### src/rtl/uart_tx_frame_ctrl.sv
// UART TX framing: start bit, DATA_WIDTH data bits LSB-first, optional parity, STOP_BITS stop bits.
// Parity is compiled in with `define UART_TX_PARITY_EN; requests are dropped while o_busy=1.
module uart_tx_frame_ctrl #(
  parameter int DATA_WIDTH = 8,
  parameter int STOP_BITS  = 1
) (
  input  logic                  CLK,
  input  logic                  RST,
  input  logic                  i_tick,
  input  logic [DATA_WIDTH-1:0] i_data,
  input  logic                  i_data_valid,
  input  logic                  i_parity_odd,
  input  logic                  i_bit_overflow,
  output logic                  o_count_enable,
  output logic                  o_tx,
  output logic                  o_busy,
  output logic                  o_done
);

`ifdef UART_TX_PARITY_EN
  typedef enum logic [2:0] {IDLE, ARM, START, DATA, PARITY, STOP} state_t;
`else
  typedef enum logic [2:0] {IDLE, ARM, START, DATA, STOP} state_t;
`endif

  state_t                state_q, state_n;
  logic [DATA_WIDTH-1:0] shift_q, shift_n;
  logic                  par_q, par_n;
  logic                  odd_q, odd_n;
  logic [1:0]            stop_cnt_q, stop_cnt_n;
  logic [3:0]            bit_cnt_q, bit_cnt_n;
  logic                  tx_n, busy_n, done_n, ce_n;
  logic                  last_bit;

  // A full 8-bit frame trusts the downstream counter; narrower frames count locally.
  assign last_bit = (DATA_WIDTH == 8) ? i_bit_overflow
                                      : (bit_cnt_q == 4'(DATA_WIDTH - 1));

`ifndef UART_TX_PARITY_EN
  logic unused_parity;
  assign unused_parity = &{1'b0, par_q, odd_q};
`endif

  always_ff @(posedge CLK) begin
    if (RST) begin
      state_q        <= IDLE;
      shift_q        <= '0;
      par_q          <= 1'b0;
      odd_q          <= 1'b0;
      stop_cnt_q     <= '0;
      bit_cnt_q      <= '0;
      o_tx           <= 1'b1;
      o_busy         <= 1'b0;
      o_done         <= 1'b0;
      o_count_enable <= 1'b0;
    end else begin
      state_q        <= state_n;
      shift_q        <= shift_n;
      par_q          <= par_n;
      odd_q          <= odd_n;
      stop_cnt_q     <= stop_cnt_n;
      bit_cnt_q      <= bit_cnt_n;
      o_tx           <= tx_n;
      o_busy         <= busy_n;
      o_done         <= done_n;
      o_count_enable <= ce_n;
    end
  end

  always_comb begin
    state_n    = state_q;
    shift_n    = shift_q;
    par_n      = par_q;
    odd_n      = odd_q;
    stop_cnt_n = stop_cnt_q;
    bit_cnt_n  = bit_cnt_q;
    tx_n       = 1'b1;
    done_n     = 1'b0;
    ce_n       = 1'b0;

    case (state_q)
      IDLE: begin
        if (i_data_valid) begin
          shift_n    = i_data;
          odd_n      = i_parity_odd;
          par_n      = 1'b0;
          stop_cnt_n = '0;
          bit_cnt_n  = '0;
          state_n    = ARM;
        end
      end
      // Waiting here for a fresh tick guarantees a full-length start bit.
      ARM: begin
        if (i_tick) begin
          state_n = START;
          tx_n    = 1'b0;
        end
      end
      START: begin
        tx_n = 1'b0;
        if (i_tick) begin
          state_n = DATA;
          tx_n    = shift_q[0];
        end
      end
      DATA: begin
        tx_n = shift_q[0];
        if (i_tick) begin
          ce_n      = 1'b1;
          shift_n   = shift_q >> 1;
          par_n     = par_q ^ shift_q[0];
          bit_cnt_n = bit_cnt_q + 4'd1;
          tx_n      = shift_n[0];
          if (last_bit) begin
`ifdef UART_TX_PARITY_EN
            state_n = PARITY;
            tx_n    = par_q ^ shift_q[0] ^ odd_q;
`else
            state_n = STOP;
            tx_n    = 1'b1;
`endif
          end
        end
      end
`ifdef UART_TX_PARITY_EN
      PARITY: begin
        tx_n = par_q ^ odd_q;
        if (i_tick) begin
          state_n = STOP;
          tx_n    = 1'b1;
        end
      end
`endif
      STOP: begin
        if (i_tick) begin
          if (stop_cnt_q != 2'(STOP_BITS - 1)) begin
            stop_cnt_n = stop_cnt_q + 2'd1;
          end else begin
            state_n = IDLE;
            done_n  = 1'b1;
          end
        end
      end
      default: state_n = IDLE;
    endcase

    busy_n = (state_n != IDLE);
  end

endmodule

### config.mk
export PLATFORM = sky130hd
export DESIGN_NAME = uart_tx_frame_ctrl
export DESIGN_NICKNAME = d
export VERILOG_FILES = /design/src/rtl/uart_tx_frame_ctrl.sv
export SDC_FILE = /design/constraint.sdc
export NUM_CORES = 1
export LEC_CHECK = 0
export CAP_MARGIN = 20
export CORE_UTILIZATION = 25
export DETAILED_ROUTE_END_ITERATION = 6
export HOLD_SLACK_MARGIN = 0.06
export MAX_ROUTING_LAYER = met4
export PLACE_DENSITY = 0.54
export SLEW_MARGIN = 20
export SYNTH_ARGS = -nofsm -noshare
export SYNTH_HDL_FRONTEND = slang
export SYNTH_SLANG_ARGS = --single-unit
### constraint.sdc
create_clock -name CLK -period 4.1 [get_ports CLK]
set_input_delay 0.41 -clock CLK [delete_from_list [all_inputs] [get_ports CLK]]
set_output_delay 0.41 -clock CLK [all_outputs]
set_load 0.01 [all_outputs]
==> flow_metrics.py, run 1 <==
metrics = {
    "power": {
        "power_leakage_nw": 0.4099,
        "p_per_area_nw_per_um2": 320.8,
        "ir_drop_mv": 0.1338,
    },
    "place": {
        "dp_cells": 142,
        "gp_congestion": 0.7320,
        "port_buffers": 16,
        "place_ws_ns": 1.871,
        "place_hpwl_um": 1191,
    },
    "finish": {
        "layout_common_cells": "17 x dfxtp_1, 16 x clkdlybuf4s50_1, 10 x nor3_1",
        "layout-drive-gt1-share_pct": 13.00,
        "diodes": 0,
        "nFillCells": 384,
        "final_common_cell": "dfxtp_1",
        "nets": 116,
        "fin_cells": 146,
        "syn_to_final_growth_pct": 20.03,
    },
    "clock_network": {
        "path_clk_slew_ns": 0.10,
        "cts_htree_levels": 1,
        "post_cts_buffers": 0,
        "cts-hold-fix-buffers": 0,
        "clock_latency_ns": 0.28,
        "ctsResizeCount": 0,
        "cts_buffer_depth": 2,
        "numCtsBuffers": 3,
        "cts_tree": "done",
        "cts_root_buffer": "clkbuf_4",
        "clkSinkCount": 17,
    },
    "critical_path": {
        "worst-endpoint-required_ns": 4.24,
        "r2r-start": "state_q[1]",
        "crit_start": "i_tick",
        "worstSetupEndpointType": "flip-flop",
        "worstPathArrival_ns": 2.06,
        "start_kind": "primary input",
        "cp_max_fo": 10,
        "path_class": "in2reg",
    },
    "drt": {
        "initialDrtViolationCount": 10,
        "routed_wirelength_um": 1660,
        "vias": 656,
        "avgRoutedWirePerCell_um": 11.37,
        "detail-route-antenna-nets": 0,
        "post-route-drc-count": 0,
        "drt_pass1_iterations": 3,
        "vias_per_cell": 4.493,
    },
    "sta": {
        "tightest_slew_ns": 0.8009,
        "min_period_ns": 1.919,
        "rsz0062_at_grt": "no",
        "setup_tns_ns": 0,
        "timing.final.crit_share_pct": 46.80,
        "drv_slew": 0,
        "finalSetupViolCount": 0,
        "setup_slack_ns": 2.181,
        "final_hold_viol_count": 0,
        "timing.fmax_ghz": 0.5212,
        "fin_skew_ns": 0.001482,
        "relSlewSlack_pct": 46.44,
    },
    "floorplanning": {
        "die_x_um": 61.57,
        "ioPinCount": 18,
        "start_util_pct": 26.38,
        "num_rows": 21,
        "die-area_um2": 3791,
        "core_um2": 3363,
        "die_h_um": 61.57,
    },
    "status": {
        "status": "finished clean",
    },
    "flow_run": {
        "max_cap_violations": 0,
    },
    "global_route": {
        "antenna_found_initial": 0,
        "use_met3_pct": 3.782,
        "use_met1_pct": 12.33,
        "gr-usage-met2_pct": 17.36,
        "busiest_layer": "met2",
        "overflow": 0,
        "grt_pass1_vias": 622,
        "grt_pass1_wl_um": 2801,
        "grt_usage_pct": 10.50,
        "grt_max_degree": 19,
    },
    "min_path": {
        "hp-start": "stop_cnt_q[1]",
        "hp-class": "reg2reg",
    },
    "synthesis": {
        "yosys-top-cells-area": "dfxtp_1 38%, a211oi_2 9.9%, mux2i_1 9.0%, nor3_1 5.6%, buf_6 5.1%",
        "synth.yosys.seq_area_share_pct": 38.36,
        "yosys.area.top_type": "dfxtp_1",
        "ys_types": 30,
        "synth_area_um2": 887.1,
        "synth_fp_nets": 104,
        "ys_ff_latch": 17,
        "syn_area_per_cell_um2": 9.967,
        "netlist_instances": 89,
        "yosys_warnings": 0,
        "synth_enable_flop_cells": 0,
        "synth-main-ff-cell": "dfxtp_1",
        "ys_async_sr_fraction_pct": 0,
        "synth_top_cell_area_share_pct": 38.36,
    },
}
[Yosys cell counts, drive strengths merged (3+ instances only)]
cell,instances
a211oi,7
a21oi,5
buf,6
clkbuf,3
dfxtp,17
mux2i,8
nand2,3
nand2b,3
nor3,10
[cell families after synthesis]
group                      after synthesis  synth area share [%]
AOI/OAI and AO/OA                       18                 18.47
xor gates and xnor gates                 1                0.9875
adders and majority gates                1                 1.410
buffers and inverters                   11                 8.321
DFF                                     17                 38.36
muxes                                    8                 9.027
and+or+nand+nor                         33                 23.41
[layout make-up]
class                   count  area (um^2)  area share [%]
repair buffers             16        160.2           15.04
well taps                  46        57.56           5.405
flip-flops and latches     17        340.3           31.96
clock buffers               4        26.28           2.468
inverters                   2        7.507          0.7051
multi-input cells          61        473.0           44.42
[per-stage QoR]
| stage | util (%) | power [mW] | hold WS, ns | cell area [um^2] |
|---|---|---|---|---|
| after floorplan | - | 0.2412 | 0.4507 | 887.1 |
| after global placement | 30.88 | 0.2566 | 0.4773 | 1039 |
| after detailed placement | 30.88 | 0.2585 | 0.4688 | 1039 |
| after CTS | 31.66 | 0.3509 | 0.4894 | 1065 |
| after global routing | 31.66 | 0.3638 | 0.5232 | 1065 |
| final | 31.66 | 0.3415 | 0.4838 | 1065 |
[layer usage]
layer,vias up,routed length [um]
met2,12,779
met5,-,0
met3,2,71
li1,347,-
met4,0,8
met1,295,800
[registers in the layout, indices dropped and copies added (netlist names)]
register	cells
state_q	3
o_busy	1
shift_q	8
o_tx	1
o_done	1
o_count_enable	1
stop_cnt_q	2
[path summary, 6_finish.rpt]
| check | cells after the start | slack, ns | end |
|---|---|---|---|
| setup / recovery | 4 | 2.18 | shift_q[3] |
| hold / removal | 2 | 0.48 | stop_cnt_q[1] |
| setup reg to reg | 3 | 2.44 | shift_q[3] |
| hold reg to reg | 2 | 0.48 | stop_cnt_q[1] |
[where the power goes]
group / internal [mW] / switching [mW]
clock: 0.0378 / 0.0505
sequential: 0.177 / 0.0100
combinational: 0.0356 / 0.0307
[critical path, stage by stage]
cell	delay [ns]
clkdlybuf4s50_1	0.69
and4b_1	0.45
or2_1	0.38
a211oi_2	0.12
(Power assumes the default switching activity.)
==> run 2: changes to the inputs <==
--- a/config.mk
+++ b/config.mk
@@ -10,7 +10,7 @@
 export DETAILED_ROUTE_END_ITERATION = 6
 export HOLD_SLACK_MARGIN = 0.06
 export MAX_ROUTING_LAYER = met4
-export PLACE_DENSITY = 0.54
+export PLACE_DENSITY = 0.55
 export SLEW_MARGIN = 20
 export SYNTH_ARGS = -nofsm -noshare
 export SYNTH_HDL_FRONTEND = slang
==> constraint.sdc (replaced) <==
create_clock -name CLK -period 1.75 [get_ports CLK]
set_input_delay 0.175 -clock CLK [delete_from_list [all_inputs] [get_ports CLK]]
set_output_delay 0.175 -clock CLK [all_outputs]
set_load 0.01 [all_outputs]
==> flow_metrics.py, run 2 (synthesis gave the netlist of run 1 again) <==
metrics = {
    "finish": {
        "final_common_cell": "dfxtp_1",
        "layout_common_cells": "17 x dfxtp_1, 16 x clkdlybuf4s50_1, 10 x nor3_1",
        "top_regs": "shift_q: 8 flops, state_q: 3 flops, stop_cnt_q: 2 flops",
        "fin_area_um2": 1119,
        "diodes": 0,
        "layout-drive-gt1-share_pct": 19.63,
        "syn_to_final_growth_pct": 26.09,
        "fin_cells": 153,
        "nets": 123,
        "regMostFlops": "shift_q",
        "largest_reg_flops": 8,
        "fin_util_pct": 33.26,
    },
    "critical_path": {
        "r2r-start": "state_q[0]",
        "crit_start": "state_q[0]",
        "cp_top_family": "simple AND/OR/NAND/NOR gates",
        "worstSetupEndpointType": "flip-flop",
        "worstRegToRegCells": 3,
        "worst-path-stages": 3,
        "endpoint": "shift_q[6]",
        "timing.critical_path.buf_inv": 0,
        "max_stage_delay_ns": 0.56,
        "path_class": "reg2reg",
        "path_cells": "and4b_1 -> or2_1 -> a211oi_2",
        "start_kind": "flip-flop",
        "worst-endpoint-required_ns": 1.93,
        "cp_max_fo": 10,
        "crit_slowest_cell": "dfxtp_1",
        "r2r-end": "shift_q[6]",
        "r2r_setup_slack_ns": 0.25,
        "worstPathArrival_ns": 1.68,
    },
    "place": {
        "dp_cells": 149,
        "placed_cell_area_um2": 1091,
        "place_ws_ns": 0.02450,
        "gp_congestion": 0.6826,
        "port_buffers": 16,
        "place_hpwl_um": 1321,
    },
    "global_route": {
        "busiest_layer": "met2",
        "grt_pass1_vias": 699,
        "overflow": 0,
        "gr-usage-met2_pct": 19.66,
        "grt_max_degree": 11,
        "use_met3_pct": 4.412,
        "use_met1_pct": 13.58,
        "antenna_found_initial": 0,
        "grt_usage_pct": 11.75,
        "grt_pass1_wl_um": 3118,
    },
    "clock_network": {
        "cts_htree_levels": 1,
        "clkSinkCount": 17,
        "post_cts_buffers": 0,
        "cts_buffer_depth": 2,
        "ctsResizeCount": 0,
        "cts_root_buffer": "clkbuf_4",
        "cts_tree": "done",
        "cts-hold-fix-buffers": 0,
        "clock_latency_ns": 0.30,
        "path_clk_slew_ns": 0.10,
        "numCtsBuffers": 3,
    },
    "drt": {
        "vias_per_cell": 4.706,
        "vias": 720,
        "avgRoutedWirePerCell_um": 12.07,
        "drt_pass1_iterations": 4,
        "routed_wirelength_um": 1846,
        "detail-route-antenna-nets": 0,
        "post-route-drc-count": 0,
        "initialDrtViolationCount": 29,
    },
    "floorplanning": {
        "die_x_um": 61.57,
        "die_h_um": 61.57,
        "num_rows": 21,
        "ioPinCount": 18,
        "start_util_pct": 26.38,
        "core_um2": 3363,
        "die-area_um2": 3791,
    },
    "power": {
        "p_per_area_nw_per_um2": 736.4,
        "ir_drop_mv": 0.3720,
        "power.total_mw": 0.8237,
        "power_leakage_nw": 0.4471,
    },
    "sta": {
        "fin_skew_ns": 0.003593,
        "min_period_ns": 1.501,
        "drv_slew": 0,
        "timing.fmax_ghz": 0.6663,
        "hold_slack_ns": 0.4244,
        "setup_slack_ns": 0.2491,
        "tightest_slew_ns": 0.3968,
        "finalSetupViolCount": 0,
        "relSlewSlack_pct": 73.55,
        "rsz0062_at_grt": "no",
        "timing.final.crit_share_pct": 85.77,
        "final_hold_viol_count": 0,
        "setup_tns_ns": 0,
    },
    "min_path": {
        "hp-class": "in2reg",
        "min_path_cells": 3,
    },
    "status": {
        "status": "finished clean",
    },
    "flow_run": {
        "max_cap_violations": 0,
    },
}
## run 2: cell count changes in the layout (fill, tap and decap cells not counted)
cell and change:
clkinv_2 +1, buf_4 +7, clkbuf_1 -1
## run 2: power breakdown
part	switching [mW]	leakage, nW	internal (mW)
Clock	0.133	0.0177	0.0852
Sequential	0.0238	0.140	0.414
Combinational	0.0757	0.290	0.0919
Total	0.232	0.447	0.592
## run 2: layout make-up
class	instances	area (um^2)
Sequential cell	17	340.3
Clock inverter	1	5.005
Clock buffer	3	22.52
Timing Repair Buffer	23	212.7
Multi-Input combinational cell	61	473.0
Fill cell	374	2245
Inverter	2	7.507
Tap cell	46	57.56
## run 2: how the worst min path moves through the flow
stage,start,to
2_1_floorplan,i_data[7],shift_q[7]
3_3_place_gp,stop_cnt_q[1],stop_cnt_q[1]
3_5_place_dp,stop_cnt_q[1],stop_cnt_q[1]
4_1_cts,i_data[7],shift_q[7]
5_1_grt,i_data[7],shift_q[7]
6_report,i_data[7],shift_q[7]
## run 2: metal layers
layer / part of all wire (%) / up-vias / wire [um]
li1: - / 360 / -
met1: 47 / 343 / 864
met2: 48 / 15 / 877
met3: 5.1 / 2 / 94
met4: 0.49 / 0 / 9
met5: 0 / - / 0
## run 2: worst min-delay path, cell delays in order
cell and delay, ns:
clkdlybuf4s50_1 0.40, nand2_1 0.06, a21oi_1 0.05
